`src/rtl/axi_lite_pkg.sv`:
```
// Shared AXI4-Lite constants and the master FSM state encoding.
package axi_lite_pkg;

    localparam logic [1:0] AXI_RESP_OKAY   = 2'b00;
    localparam logic [1:0] AXI_RESP_EXOKAY = 2'b01;
    localparam logic [1:0] AXI_RESP_SLVERR = 2'b10;
    localparam logic [1:0] AXI_RESP_DECERR = 2'b11;

    localparam logic [2:0] AXI_PROT_DEFAULT = 3'b000;

    typedef enum logic [2:0] {
        IDLE    = 3'd0,
        WR_REQ  = 3'd1,
        WR_RESP = 3'd2,
        RD_REQ  = 3'd3,
        RD_RESP = 3'd4,
        RSP     = 3'd5
    } mst_state_t;

endpackage

```
`src/rtl/axi_lite_master.sv`:
```
// Single-outstanding AXI4-Lite master: turns a valid/ready command stream into
// AXI4-Lite write/read transactions and returns each result on a response stream.
module axi_lite_master
    import axi_lite_pkg::*;
#(
    parameter int C_M_AXI_ADDR_WIDTH = 32,
    parameter int C_M_AXI_DATA_WIDTH = 32,
    parameter int ERR_CNT_WIDTH      = 8
) (
    input  logic                              M_AXI_ACLK,
    input  logic                              M_AXI_ARESET,

    input  logic                              cmd_valid,
    output logic                              cmd_ready,
    input  logic                              cmd_write,
    input  logic [C_M_AXI_ADDR_WIDTH-1:0]     cmd_addr,
    input  logic [C_M_AXI_DATA_WIDTH-1:0]     cmd_wdata,
    input  logic [C_M_AXI_DATA_WIDTH/8-1:0]   cmd_wstrb,

    output logic                              rsp_valid,
    input  logic                              rsp_ready,
    output logic                              rsp_write,
    output logic [C_M_AXI_DATA_WIDTH-1:0]     rsp_rdata,
    output logic [1:0]                        rsp_resp,
    output logic [ERR_CNT_WIDTH-1:0]          err_count,

    output logic [C_M_AXI_ADDR_WIDTH-1:0]     M_AXI_AWADDR,
    output logic [2:0]                        M_AXI_AWPROT,
    output logic                              M_AXI_AWVALID,
    input  logic                              M_AXI_AWREADY,
    output logic [C_M_AXI_DATA_WIDTH-1:0]     M_AXI_WDATA,
    output logic [C_M_AXI_DATA_WIDTH/8-1:0]   M_AXI_WSTRB,
    output logic                              M_AXI_WVALID,
    input  logic                              M_AXI_WREADY,
    input  logic [1:0]                        M_AXI_BRESP,
    input  logic                              M_AXI_BVALID,
    output logic                              M_AXI_BREADY,
    output logic [C_M_AXI_ADDR_WIDTH-1:0]     M_AXI_ARADDR,
    output logic [2:0]                        M_AXI_ARPROT,
    output logic                              M_AXI_ARVALID,
    input  logic                              M_AXI_ARREADY,
    input  logic [C_M_AXI_DATA_WIDTH-1:0]     M_AXI_RDATA,
    input  logic [1:0]                        M_AXI_RRESP,
    input  logic                              M_AXI_RVALID,
    output logic                              M_AXI_RREADY
);

    localparam logic [ERR_CNT_WIDTH-1:0] ERR_ONE = ERR_CNT_WIDTH'(1);

    mst_state_t r_state;
    logic       r_write;
    logic       r_aw_done;
    logic       r_w_done;

    logic       w_aw_fire;
    logic       w_w_fire;
    logic       w_aw_ok;
    logic       w_w_ok;
    logic       w_cap_en;
    logic [1:0] w_cap_resp;

    assign cmd_ready    = (r_state == IDLE);
    assign M_AXI_AWPROT = AXI_PROT_DEFAULT;
    assign M_AXI_ARPROT = AXI_PROT_DEFAULT;

    // AW and W complete independently; either may land first or both together.
    assign w_aw_fire = M_AXI_AWVALID & M_AXI_AWREADY;
    assign w_w_fire  = M_AXI_WVALID & M_AXI_WREADY;
    assign w_aw_ok   = r_aw_done | w_aw_fire;
    assign w_w_ok    = r_w_done | w_w_fire;

    assign w_cap_en   = ((r_state == WR_RESP) & M_AXI_BVALID) |
                        ((r_state == RD_RESP) & M_AXI_RVALID);
    assign w_cap_resp = (r_state == WR_RESP) ? M_AXI_BRESP : M_AXI_RRESP;

    always_ff @(posedge M_AXI_ACLK or posedge M_AXI_ARESET) begin
        if (M_AXI_ARESET) begin
            r_state       <= IDLE;
            r_write       <= 1'b0;
            r_aw_done     <= 1'b0;
            r_w_done      <= 1'b0;
            M_AXI_AWADDR  <= '0;
            M_AXI_AWVALID <= 1'b0;
            M_AXI_WDATA   <= '0;
            M_AXI_WSTRB   <= '0;
            M_AXI_WVALID  <= 1'b0;
            M_AXI_BREADY  <= 1'b0;
            M_AXI_ARADDR  <= '0;
            M_AXI_ARVALID <= 1'b0;
            M_AXI_RREADY  <= 1'b0;
            rsp_valid     <= 1'b0;
            rsp_write     <= 1'b0;
            rsp_rdata     <= '0;
            rsp_resp      <= AXI_RESP_OKAY;
            err_count     <= '0;
        end else begin
            if (w_cap_en && (w_cap_resp != AXI_RESP_OKAY) && (err_count != '1))
                err_count <= err_count + ERR_ONE;

            case (r_state)
                IDLE: begin
                    if (cmd_valid) begin
                        r_write <= cmd_write;
                        if (cmd_write) begin
                            M_AXI_AWADDR  <= cmd_addr;
                            M_AXI_WDATA   <= cmd_wdata;
                            M_AXI_WSTRB   <= cmd_wstrb;
                            M_AXI_AWVALID <= 1'b1;
                            M_AXI_WVALID  <= 1'b1;
                            r_aw_done     <= 1'b0;
                            r_w_done      <= 1'b0;
                            r_state       <= WR_REQ;
                        end else begin
                            M_AXI_ARADDR  <= cmd_addr;
                            M_AXI_ARVALID <= 1'b1;
                            r_state       <= RD_REQ;
                        end
                    end
                end
                WR_REQ: begin
                    if (w_aw_fire) begin
                        M_AXI_AWVALID <= 1'b0;
                        r_aw_done     <= 1'b1;
                    end
                    if (w_w_fire) begin
                        M_AXI_WVALID <= 1'b0;
                        r_w_done     <= 1'b1;
                    end
                    if (w_aw_ok && w_w_ok) begin
                        M_AXI_BREADY <= 1'b1;
                        r_state      <= WR_RESP;
                    end
                end
                WR_RESP: begin
                    if (M_AXI_BVALID) begin
                        M_AXI_BREADY <= 1'b0;
                        rsp_resp     <= M_AXI_BRESP;
                        rsp_rdata    <= '0;
                        rsp_write    <= r_write;
                        rsp_valid    <= 1'b1;
                        r_state      <= RSP;
                    end
                end
                RD_REQ: begin
                    if (M_AXI_ARREADY) begin
                        M_AXI_ARVALID <= 1'b0;
                        M_AXI_RREADY  <= 1'b1;
                        r_state       <= RD_RESP;
                    end
                end
                RD_RESP: begin
                    if (M_AXI_RVALID) begin
                        M_AXI_RREADY <= 1'b0;
                        rsp_resp     <= M_AXI_RRESP;
                        rsp_rdata    <= M_AXI_RDATA;
                        rsp_write    <= r_write;
                        rsp_valid    <= 1'b1;
                        r_state      <= RSP;
                    end
                end
                RSP: begin
                    if (rsp_ready) begin
                        rsp_valid <= 1'b0;
                        r_state   <= IDLE;
                    end
                end
                default: r_state <= IDLE;
            endcase
        end
    end

endmodule

```
`config.mk`:
```
export PLATFORM = sky130hd
export DESIGN_NAME = axi_lite_master
export DESIGN_NICKNAME = d
export VERILOG_FILES = /design/src/rtl/axi_lite_pkg.sv /design/src/rtl/axi_lite_master.sv
export SDC_FILE = /design/constraint.sdc
export NUM_CORES = 1
export LEC_CHECK = 0
export CORE_ASPECT_RATIO = 0.5
export CORE_MARGIN = 1.5
export CORE_UTILIZATION = 55
export CTS_CLUSTER_DIAMETER = 120
export CTS_CLUSTER_SIZE = 25
export DETAILED_ROUTE_END_ITERATION = 10
export DONT_BUFFER_PORTS = 1
export PLACE_DENSITY = 0.7
export SETUP_SLACK_MARGIN = 0.2
export SLEW_MARGIN = 20
export SYNTH_ARGS = -nofsm -noshare
export SYNTH_HDL_FRONTEND = slang
export SYNTH_SLANG_ARGS = --single-unit
```
`constraint.sdc`:
```
create_clock -name M_AXI_ACLK -period 5.3 [get_ports M_AXI_ACLK]
set_input_delay 1.06 -clock M_AXI_ACLK [delete_from_list [all_inputs] [get_ports M_AXI_ACLK]]
set_output_delay 1.06 -clock M_AXI_ACLK [all_outputs]
set_load 0.02 [all_outputs]
```
==> metrics.cfg <==
[cts]
h-tree-depth=4
clk_latency_ps=400
cts_tree=yes
clkTransAtPathRegs_ps=60
clock_path_buffers=2
cts-root-buf=clkbuf_16
post_cts_buffers=0
cts_sinks=155
hold_buffers=0
cts_buffers=17
cts.repair.resized=0

[sta]
grt_setup_unrepaired=no
finalCritPeriodShare_pct=51.6
timing.slew.headroom_pct=33.0
fin_crit_ps=2740
skew_ps=6.31
setup_viol=0
slew_violations=0
setup_slack_ps=2560
holdWs_ps=478
worst_pin_slew_ps=1010
tns_ps=0
hold_violations=0
max_freq_mhz=365

[power_and_ir_drop]
clockPowerShare_pct=24.6
swShare_pct=39.3
finalPower_mw=4.74
power_frac_seq_pct=58.2
p_int_mw=2.88
p_leak_nw=3.11
p_per_area_nw_per_um2=698
p_comb_share_pct=17.2
ir_worst_vdd_mv=0.327
p_sw_mw=1.87

[synthesis]
netlist_area_um2=6110
synth_cells=419
syn_area_per_cell_um2=14.6
synth_seq_cells=155
synth_top_area_cell=dfrtp_1
synth_area_leaders=dfrtp_1, mux2_2, a22o_1
synthDistinctLibCells=40
ys.warnings.count=0
yosysSeqAreaShare_pct=63.5
yosysTopAreaCellShare_pct=63.5

[worst_hold_path]
hp-class=reg -> reg
min_to=r_write$_DFFE_PP0P_
min_path_cells=2
hp-start=r_write$_DFFE_PP0P_

[critical_path]
worstReg2RegStart=r_state[0]$_DFFE_PP0P_
endpoint_kind=primary output
cp-start-kind=flop
rr_endpoint=M_AXI_AWADDR[10]$_DFFE_PP0P_
crit_arrival_ps=1680
worstPathMaxFanout=13
rr_worst_depth=3
regToRegSetupSlack_ps=2640
worstSetupPathType=reg -> out
critical_path_required_ps=4240

[global_routing]
grt_pass1_vias=3742
grt.busiest_layer=met2
antenna_found_initial=0
use_met2_pct=41.4
gr-total-overflow=0
grtUsageMet1_pct=25.3
grt_pass1_wl_um=21300
grt_max_degree=74
grtUsageTotal_pct=23.4
use_met3_pct=10.6

[floorplan]
start_util_pct=58.1
die_x_um=152
rows=26
die_area_um2=11800
die_h_um=77.5
pin_count=270
core_area_um2=10500

[job]
maxCapViolCount=0

[routing]
first_iter_violations=110
routedWlPerCell_um=23.1
final_antenna_net_count=0
vias=3426
first_pass_iters=4
drc=0
wl_um=13200
routed_via_density=5.98

[layout]
diodes=0
area_growth_pct=11.3
fin_nets=535
layout-drive-gt1-share_pct=34.2
fill_cells=767
fin_util_pct=64.7

[place]
place_hpwl_um=9570
io_buffers=0
gp_congestion=0.789
dpl_worst_slack_ps=2440

[outcome]
status=finished, final reports clean

worst max-delay path, stage by stage (launching register included):
cell and delay, ps:
dfrtp_1 520, or2_2 410, nor2_1 340
worst max path at each step:
| stage | start | to | slack [ps] | cells after the start |
|---|---|---|---|---|
| 6_report | r_state[2]$_DFFE_PP0P_ | cmd_ready | 2560 | 2 |
| 3_3_place_gp | cmd_valid | M_AXI_WDATA[25]$_DFFE_PP0P_ | 2490 | 3 |
| 2_1_floorplan | M_AXI_ARESET | M_AXI_ARADDR[0]$_DFFE_PP0P_ | 2280 | 1 |
| 5_1_grt | r_state[0]$_DFFE_PP0P_ | M_AXI_WDATA[25]$_DFFE_PP0P_ | 2430 | 3 |
| 4_1_cts | r_state[2]$_DFFE_PP0P_ | cmd_ready | 2570 | 2 |
| 3_5_place_dp | cmd_valid | M_AXI_WDATA[7]$_DFFE_PP0P_ | 2440 | 3 |
sequential cells by signal, indices dropped and copies added (netlist names), 2 cells and up:
signal	count
M_AXI_ARADDR	32
M_AXI_AWADDR	32
M_AXI_WDATA	32
M_AXI_WSTRB	4
err_count	8
r_state	3
rsp_rdata	32
rsp_resp	2
layout make-up:
type / instances / area [um^2] / area share, %
Clock inverter: 13 / 144 / 2.12
Sequential cell: 155 / 3880 / 57.0
Inverter: 5 / 22.5 / 0.331
Clock buffer: 19 / 433 / 6.36
Timing Repair Buffer: 5 / 37.5 / 0.552
Multi-Input combinational cell: 236 / 2110 / 31.0
Tap cell: 140 / 175 / 2.58
per-stage QoR:
stage	cells	instance area [um^2]
global placement	541	6220
CTS	573	6800
floorplan	424	6130
global route	573	6800
detailed placement	541	6220
finish	573	6800
routing by layer:
metal	share of wire, %	wire (um)	vias up
met2	54	7090	144
met3	9.4	1240	14
li1	-	-	1494
met1	36	4760	1774
met5	0	0	-
met4	1.0	133	0
cell usage in the layout, fill, tap and decap left out, types with 2 or more instances in the layout:
cell type,count
clkinv_4,5
nor2b_1,2
a22o_1,32
nor4_4,2
inv_6,2
mux2i_1,3
dfrtp_1,155
clkbuf_16,17
bufinv_16,2
mux2_2,101
nand3_1,9
buf_4,5
clkbuf_1,2
o21ai_0,8
conb_1,6
nand2_1,15
nor3_1,5
clkinvlp_4,2
xor2_1,7
inv_1,4
a21oi_1,8
o21a_1,2
a2bb2oi_1,2
nand3b_1,3
clkinv_2,3
nor2_1,10
synth_stat cells (all sizes together):
master and n:
mux2i 3, o32a 1, a22o 32, inv 5, or3b 1, or2 1
o22a 1, nand3 10, nor3b 1, nor3 5, and3b 2, o21a 2
nor2b 2, and4bb 1, a21oi 8, nand4 1, o211ai 1, nor4 2
o21ai 8, buf 23, dfrtp 155, ha 1, mux2 103, xor2 7
a2bb2oi 2, nand2 15, nand3b 3, o22ai 2, nor2 11, nor4bb 1
o31ai 1, clkbuf 5, conb 1, and2 1, o2bb2ai 1
power by group through the flow:
stage,Combinational (mW),Clock (mW),Sequential [mW]
floorplan,0.728,0,2.59
finish,0.816,1.17,2.76
CTS,0.825,1.19,2.77
global placement,0.764,0,2.76
global route,0.906,1.25,2.82
detailed placement,0.822,0,2.78
cell families after synthesis:
group                      share of synthesized area, %
other                                            0.0614
xor gates and xnor gates                           1.00
AOI/OAI and AO/OA                                  7.56
and+or+nand+nor                                    5.41
adders and majority gates                         0.205
buffers and inverters                              2.74
muxes                                              19.5
DFF                                                63.5
(Power assumes the default switching activity.)
